**src/rtl/frame_bank_ctrl.sv**
```systemverilog
// N-bank frame-buffer controller: the decoder fills banks in rotation while the
// display reads full banks, repeating the current frame when no newer bank is ready.
module frame_bank_ctrl #(
  parameter int NUM_BANKS        = 2,
  parameter int PIXELS_PER_FRAME = 76800,
  parameter int ADDR_W           = $clog2(PIXELS_PER_FRAME),
  parameter int BANK_W           = (NUM_BANKS > 1) ? $clog2(NUM_BANKS) : 1
) (
  input  logic                 CLK_40,
  input  logic                 reset_n,
  input  logic                 init,
  input  logic                 wr_valid,
  output logic                 wr_ready,
  output logic [BANK_W-1:0]    wr_bank,
  output logic [ADDR_W-1:0]    wr_addr,
  output logic                 wr_drop,
  input  logic                 rd_en,
  output logic [BANK_W-1:0]    rd_bank,
  output logic [ADDR_W-1:0]    rd_addr,
  output logic                 rd_frame_start,
  output logic                 frame_repeat,
  output logic [NUM_BANKS-1:0] bank_full,
  output logic                 running
);

  localparam logic [ADDR_W-1:0] LAST_ADDR = ADDR_W'(PIXELS_PER_FRAME - 1);
  localparam logic [BANK_W-1:0] LAST_BANK = BANK_W'(NUM_BANKS - 1);

  typedef enum logic [1:0] {
    IDLE = 2'd0,
    FILL = 2'd1,
    RUN  = 2'd2
  } state_t;

  state_t                 state;
  state_t                 state_nx;
  logic                   wr_acc;
  logic                   wr_last;
  logic                   rd_act;
  logic                   rd_last;
  logic                   swap;
  logic [BANK_W-1:0]      wr_bank_nx;
  logic [BANK_W-1:0]      rd_bank_nx;
  logic [NUM_BANKS-1:0]   bank_full_nx;

  assign wr_ready   = (state != IDLE) && !bank_full[wr_bank];
  assign wr_acc     = wr_valid && wr_ready;
  assign wr_last    = wr_acc && (wr_addr == LAST_ADDR);
  assign rd_act     = (state == RUN) && rd_en;
  assign rd_last    = rd_act && (rd_addr == LAST_ADDR);
  assign wr_bank_nx = (wr_bank == LAST_BANK) ? '0 : wr_bank + BANK_W'(1);
  assign rd_bank_nx = (rd_bank == LAST_BANK) ? '0 : rd_bank + BANK_W'(1);
  // A single-bank build has no other bank to move to, so it always repeats.
  assign swap       = rd_last && bank_full[rd_bank_nx] && (rd_bank_nx != rd_bank);
  assign running    = (state == RUN);

  always_comb begin
    state_nx = state;
    case (state)
      IDLE:    if (init) state_nx = FILL;
      FILL:    if (wr_last) state_nx = RUN;
      RUN:     state_nx = RUN;
      default: state_nx = IDLE;
    endcase
  end

  // Release and fill never target the same bank: the writer is stalled on rd_bank.
  always_comb begin
    bank_full_nx = bank_full;
    if (swap)    bank_full_nx[rd_bank] = 1'b0;
    if (wr_last) bank_full_nx[wr_bank] = 1'b1;
  end

  always_ff @(posedge CLK_40 or negedge reset_n) begin
    if (!reset_n) begin
      state <= IDLE;
    end else begin
      state <= state_nx;
    end
  end

  always_ff @(posedge CLK_40 or negedge reset_n) begin
    if (!reset_n) begin
      wr_addr        <= '0;
      wr_bank        <= '0;
      rd_addr        <= '0;
      rd_bank        <= '0;
      bank_full      <= '0;
      wr_drop        <= 1'b0;
      rd_frame_start <= 1'b0;
      frame_repeat   <= 1'b0;
    end else begin
      if (wr_acc) wr_addr <= wr_last ? '0 : wr_addr + ADDR_W'(1);
      if (wr_last) wr_bank <= wr_bank_nx;
      if (rd_act) rd_addr <= rd_last ? '0 : rd_addr + ADDR_W'(1);
      if (swap) rd_bank <= rd_bank_nx;
      bank_full      <= bank_full_nx;
      wr_drop        <= wr_valid && !wr_ready;
      rd_frame_start <= rd_last || ((state == FILL) && wr_last);
      frame_repeat   <= rd_last && !swap;
    end
  end

endmodule

```
**config.mk**
```make
export PLATFORM = sky130hd
export DESIGN_NAME = frame_bank_ctrl
export DESIGN_NICKNAME = d
export VERILOG_FILES = /design/src/rtl/frame_bank_ctrl.sv
export SDC_FILE = /design/constraint.sdc
export NUM_CORES = 1
export LEC_CHECK = 0
export CAP_MARGIN = 20
export CORE_MARGIN = 2
export CORE_UTILIZATION = 32
export CTS_BUF_LIST = sky130_fd_sc_hd__clkbuf_4 sky130_fd_sc_hd__clkbuf_8
export DETAILED_ROUTE_END_ITERATION = 12
export PLACE_DENSITY = 0.55
export SLEW_MARGIN = 10
export SYNTH_ARGS = -nofsm -noshare
export SYNTH_HDL_FRONTEND = slang
export SYNTH_SLANG_ARGS = --single-unit
```
**constraint.sdc**
```tcl
create_clock -name CLK_40 -period 5.71 [get_ports CLK_40]
set_input_delay 1.4275 -clock CLK_40 [delete_from_list [all_inputs] [get_ports CLK_40]]
set_output_delay 1.4275 -clock CLK_40 [all_outputs]
set_load 0.01 [all_outputs]
```
==> results of run 1 <==
==> logic make-up (layout without fill, tap and decap cells) <==
kind of cell / count (synthesis) / in the layout / share of synthesized area, %
AO/OA/AOI/OAI: 34 / 34 / 9.42
XOR/XNOR: 21 / 21 / 8.30
adder cells (fa/ha/maj): 6 / 6 / 3.39
buffers and inverters: 14 / 66 / 2.82
flip-flops: 43 / 43 / 48.5
multiplexers: 2 / 2 / 1.13
AND/OR/NAND/NOR: 105 / 105 / 26.4
==> stage by stage <==
stage                     util [%]  cell area (µm²)  setup slack, ps  hold slack (ps)
final                         42.5             2870             2490              516
after global routing          42.5             2870             2390              566
after CTS                     42.2             2850             2450              519
after detailed placement      40.9             2760             2280              502
after global placement        40.9             2760             2350              500
after floorplan                  -             2220             2950              534
==> routing by layer <==
layer / global-route usage [%] / share of wire, %
met2: 24.1 / 47
met4: 4.90 / 1.1
met1: 19.2 / 48
met5: 0 / 0
met3: 3.13 / 4.6
==> placed cells by master (no fill, tap or decap), types with 7 or more instances in the layout <==
cell type and count:
nand4_1 12, inv_1 9, nor2_1 17, xnor2_1 12, o21ai_0 12, nor3_1 7, nand3_1 14, dfrtp_1 43
a21oi_1 7, clkdlybuf4s50_1 46, or4_1 7, nand2_1 16, xor2_1 9
==> worst register-to-register path: cells and delay by family (launching register included) <==
family	cells	cell delay (ps)
adder cells (fa/ha/maj)	1	260
AO/OA/AOI/OAI	1	180
buffers and inverters	1	120
flip-flops	1	420
AND/OR/NAND/NOR	3	1130
==> Yosys cell counts, types with 5 or more instances <==
cell type,n,area [µm²]
a21oi_1,7,35.0
nor3_1,7,35.0
or3_1,6,37.5
or4_1,7,52.6
dfrtp_1,43,1080
o21ai_0,12,60.1
xnor2_1,12,105
inv_1,9,33.8
nor2_1,17,63.8
ha_1,6,75.1
nand2_1,16,60.1
xor2_1,9,78.8
nand3_1,14,70.1
nand4_1,12,75.1
o31ai_1,5,37.5
==> layout make-up <==
type | instances | area share (%)
clock buffer | 7 | 2.92
tap | 80 | 3.49
clock inverter | 1 | 0.174
multi-input combinational | 168 | 37.6
sequential | 43 | 37.5
inverter | 9 | 1.18
timing repair buffer | 49 | 17.2
==> power by group through the flow <==
| stage | registers [µW] | clock network, µW | logic, µW |
|---|---|---|---|
| detailed placement | 424 | 0 | 303 |
| finish | 419 | 197 | 301 |
| floorplan | 431 | 0 | 148 |
| global placement | 425 | 0 | 300 |
| global route | 430 | 222 | 333 |
| CTS | 420 | 206 | 305 |
==> registers in the layout (all words and copies together) (netlist names) <==
register and cells:
wr_addr 17, wr_bank 1, rd_bank 1, rd_addr 17
wr_drop 1, bank_full 2, frame_repeat 1, state 2
rd_frame_start 1
==> how the worst min path moves through the flow <==
stage,startpoint,end,slack [ps],cells past startpoint
after detailed placement,wr_addr[6],wr_addr[6],500,1
after global routing,wr_addr[6],wr_addr[6],570,1
after floorplan,wr_addr[6],wr_addr[6],530,1
final,wr_addr[6],wr_addr[6],520,1
after global placement,wr_addr[6],wr_addr[6],500,1
after CTS,wr_addr[6],wr_addr[6],520,1
==> impl_metrics.json, run 1 <==
{
  "path_clk_slew_ps": 80,
  "grt_pass1_wl_um": 8830,
  "final.min_clock_period_ps": 3220,
  "syn_inst": 225,
  "synth-warning-count": 0,
  "worstPathArrival_ps": 1800,
  "grt_start_max_net_pins": 44,
  "cts_buffer_depth": 2,
  "via_count": 1915,
  "crit_chain": "mux2_4, nor2_1, clkdlybuf4s50_1",
  "place_inst": 348,
  "antenna_found_initial": 0,
  "initial_core_util_pct": 32.8,
  "crit_path_end": "wr_ready",
  "core_um2": 6760,
  "gp_congestion": 0.757,
  "drt_first_iter_violations": 59,
  "ctsHoldBuffers": 0,
  "async_flop_share_pct": 100,
  "cts_tree": "built",
  "cp_num_buf_inv": 1,
  "worst_skew_pair.late_latency_ps": 290,
  "finalCritPeriodShare_pct": 56.4,
  "max_stage_delay_ps": 550,
  "swShare_pct": 33.1,
  "combPwrFrac_pct": 32.8,
  "multi_input_area_um2": 1080,
  "die_w_um": 87.2,
  "synth_cell_types": 40,
  "synth_seq_cells": 43,
  "root_buffer": "clkbuf_8",
  "ir_drop_uv": 177,
  "status": "finished, final reports clean",
  "dp_hpwl_um": 3590,
  "port_buffers": 47,
  "worstSetupStartpointType": "flip-flop",
  "nNetsFinal": 287,
  "rr_endpoint": "rd_addr[7]",
  "powerDensity_nw_per_um2": 319,
  "final_cells": 357,
  "ant_nets": 0,
  "synth-main-ff-cell": "dfrtp_1",
  "synth_edf_count": 0,
  "crit_start": "wr_bank",
  "diodes": 0,
  "worstSetupEndpointType": "output pin",
  "final-seq-area_um2": 1080,
  "cts_resized": 0,
  "drive_gt1_share_pct": 6.14,
  "tightestPinTransition_ps": 606,
  "min_path_type": "flip-flop to flip-flop",
  "rsz0062_at_grt": "false",
  "relSlewSlack_pct": 59.2,
  "slew_violations": 0,
  "worstSetupPathType": "flip-flop to output pin",
  "die_h_um": 87.2,
  "path_max_fanout": 8,
  "fillers": 686,
  "synth_area_um2": 2220,
  "drt_wl_total_um": 5190,
  "switchingPower_uw": 303,
  "synth_nets": 236,
  "fmax_ghz": 0.310,
  "crit_required_ps": 4280,
  "setup_violations": 0,
  "drc": 0,
  "critPathTopFamily": "buffers and inverters",
  "p_seq_share_pct": 45.7,
  "power.internal_uw": 614,
  "die_area_um2": 7610,
  "cp_num_cells": 3,
  "crit_path_top_delay_cell": "clkdlybuf4s50_1",
  "final.setup_skew_ps": 7.39,
  "p_leak_uw": 0.00120,
  "total_power_uw": 917,
  "area_growth_pct": 29.5,
  "cts_sinks": 43,
  "setup_tns_ps": 0,
  "r2r-start": "state[0]",
  "cts_setup_buffers": 0,
  "rows": 30,
  "ff2ff_path_depth": 6,
  "hold_viol": 0,
  "wl_per_cell_um": 14.5,
  "syn_avg_cell_area_um2": 9.85,
  "ioPinCount": 48,
  "clock_power_share_pct": 21.5,
  "synth_seq_area_share_pct": 48.5,
  "gr-usage-all-layers_pct": 14.7,
  "overflow": 0,
  "h-tree-depth": 2,
  "numCtsBuffers": 5,
  "firstDrtPassIters": 4,
  "maxCapViolCount": 0,
  "grt_pass1_vias": 1880,
  "r2r_slack_ps": 3480,
  "vias_per_cell": 5.36
}
Note: power is estimated with default switching activity, not from simulation.
==> run 2, diff against run 1 <==
Settings changed: PLACE_DENSITY 0.55 to 0.57.
Clock period 5.71 ns to 2.9 ns, I/O delays scaled along.
==> impl_metrics.json, run 2 (same netlist as run 1, synthesis figures left out) <==
{
  "status": "finished, final reports clean",
  "cts_sinks": 43,
  "path_clk_slew_ps": 90,
  "worstPathArrival_ps": 1790,
  "worstSetupEndpointType": "output pin",
  "path_max_fanout": 8,
  "cts_setup_buffers": 0,
  "ant_nets": 0,
  "drt_first_iter_violations": 108,
  "final.min_clock_period_ps": 2520,
  "whs_ps": 312,
  "ioPinCount": 48,
  "core_um2": 6760,
  "final_cell_mix": "clkdlybuf4s50_1 (46), dfrtp_1 (43), nor2_1 (17), nand2_1 (16), nand3_1 (14)",
  "initial_core_util_pct": 32.8,
  "crit_required_ps": 2170,
  "port_buffers": 47,
  "diodes": 0,
  "via_count": 1881,
  "cts_tree": "built",
  "cts_buffer_depth": 2,
  "rsz0062_at_grt": "false",
  "dp_hpwl_um": 3660,
  "final_common_cell": "clkdlybuf4s50_1",
  "setup_tns_ps": 0,
  "tightestPinTransition_ps": 468,
  "drive_gt1_share_pct": 6.47,
  "area_growth_pct": 31.4,
  "final.setup_skew_ps": 10.8,
  "hold_viol": 0,
  "die_h_um": 87.2,
  "root_buffer": "clkbuf_8",
  "grt_pass1_wl_um": 8990,
  "gr-usage-all-layers_pct": 14.7,
  "min_path_type": "primary input to async pin",
  "slew_violations": 0,
  "p_leak_uw": 0.00121,
  "worstSetupPathType": "flip-flop to output pin",
  "finalCritPeriodShare_pct": 86.9,
  "antenna_found_initial": 0,
  "worstSetupStartpointType": "flip-flop",
  "crit_chain": "mux2_4, nor2_1, clkdlybuf4s50_1",
  "numCtsBuffers": 5,
  "drc": 0,
  "gp_congestion": 0.792,
  "nNetsFinal": 288,
  "ctsHoldBuffers": 0,
  "drt_wl_total_um": 5220,
  "worst_skew_pair.late_latency_ps": 300,
  "rows": 30,
  "grt_pass1_vias": 1898,
  "cp_num_buf_inv": 1,
  "grt_start_max_net_pins": 30,
  "ir_drop_uv": 333,
  "wl_per_cell_um": 14.6,
  "firstDrtPassIters": 4,
  "h-tree-depth": 2,
  "cts_resized": 0,
  "vias_per_cell": 5.25,
  "reg_top3": "rd_addr (17), wr_addr (17)",
  "fmax_ghz": 0.397,
  "crit_path_top_delay_cell": "clkdlybuf4s50_1",
  "powerDensity_nw_per_um2": 680,
  "setup_violations": 0,
  "max_stage_delay_ps": 550,
  "critPathTopFamily": "buffers and inverters",
  "die_area_um2": 7610,
  "die_w_um": 87.2,
  "maxCapViolCount": 0,
  "overflow": 0,
  "relSlewSlack_pct": 68.5
}
run 2: final timing paths:
path                                to   startpoint  slack (ps)  cells past startpoint
max in group asynchronous   rd_addr[9]      reset_n        1880                      2
min                         rd_addr[4]      reset_n         310                      1
max reg2reg                wr_addr[13]     state[0]         670                      6
min in group CLK_40        wr_addr[15]  wr_addr[15]         530                      1
min reg2reg                wr_addr[15]  wr_addr[15]         530                      1
max                           wr_ready      wr_bank         380                      3
run 2: cell type report:
cell class	instances	area [µm²]
clock buffers	5	68.8
flip-flops and latches	43	1080
repair buffers	50	488
well taps	80	100
multi-input cells	168	1080
clock inverters	3	67.6
inverters	9	33.8
fillers	654	3840
run 2: report_power, final:
group          switching, µW  internal [µW]
sequential               127            697
clock                    213            344
combinational            276            323
run 2: stage by stage:
step | cells | setup WS (ps) | util (%) | instance area [µm²] | total power [µW]
6_report | 358 | 381 | 43.1 | 2910 | 1980
5_1_grt | 358 | 270 | 43.1 | 2910 | 2110
4_1_cts | 358 | 347 | 43.1 | 2910 | 2000
3_5_place_dp | 350 | 215 | 41.1 | 2780 | 1430
3_3_place_gp | 350 | 257 | 41.1 | 2780 | 1420
2_1_floorplan | 225 | 785 | - | 2220 | 1140
run 2: metal layers:
| layer | track usage [%] | wire [µm] | vias to the layer above |
|---|---|---|---|
| met4 | 5.03 | 71 | 0 |
| met2 | 23.3 | 2300 | 50 |
| li1 | - | - | 919 |
| met3 | 2.84 | 241 | 7 |
| met1 | 20.2 | 2610 | 905 |
| met5 | 0 | 0 | - |
run 2: worst reg2reg max path, cell delays in order (launching register included):
cell,delay (ps)
dfrtp_1,390
inv_1,90
ha_1,250
nand2b_1,220
or3_1,550
or4_1,520
a21oi_1,140
==> run 3, diff against run 2 <==
Settings changed: SKIP_LAST_GASP set to 1, SLEW_MARGIN 10 to 20.
==> results of run 3 <==
Final layout, timing and power as in run 2 (identical DEF).
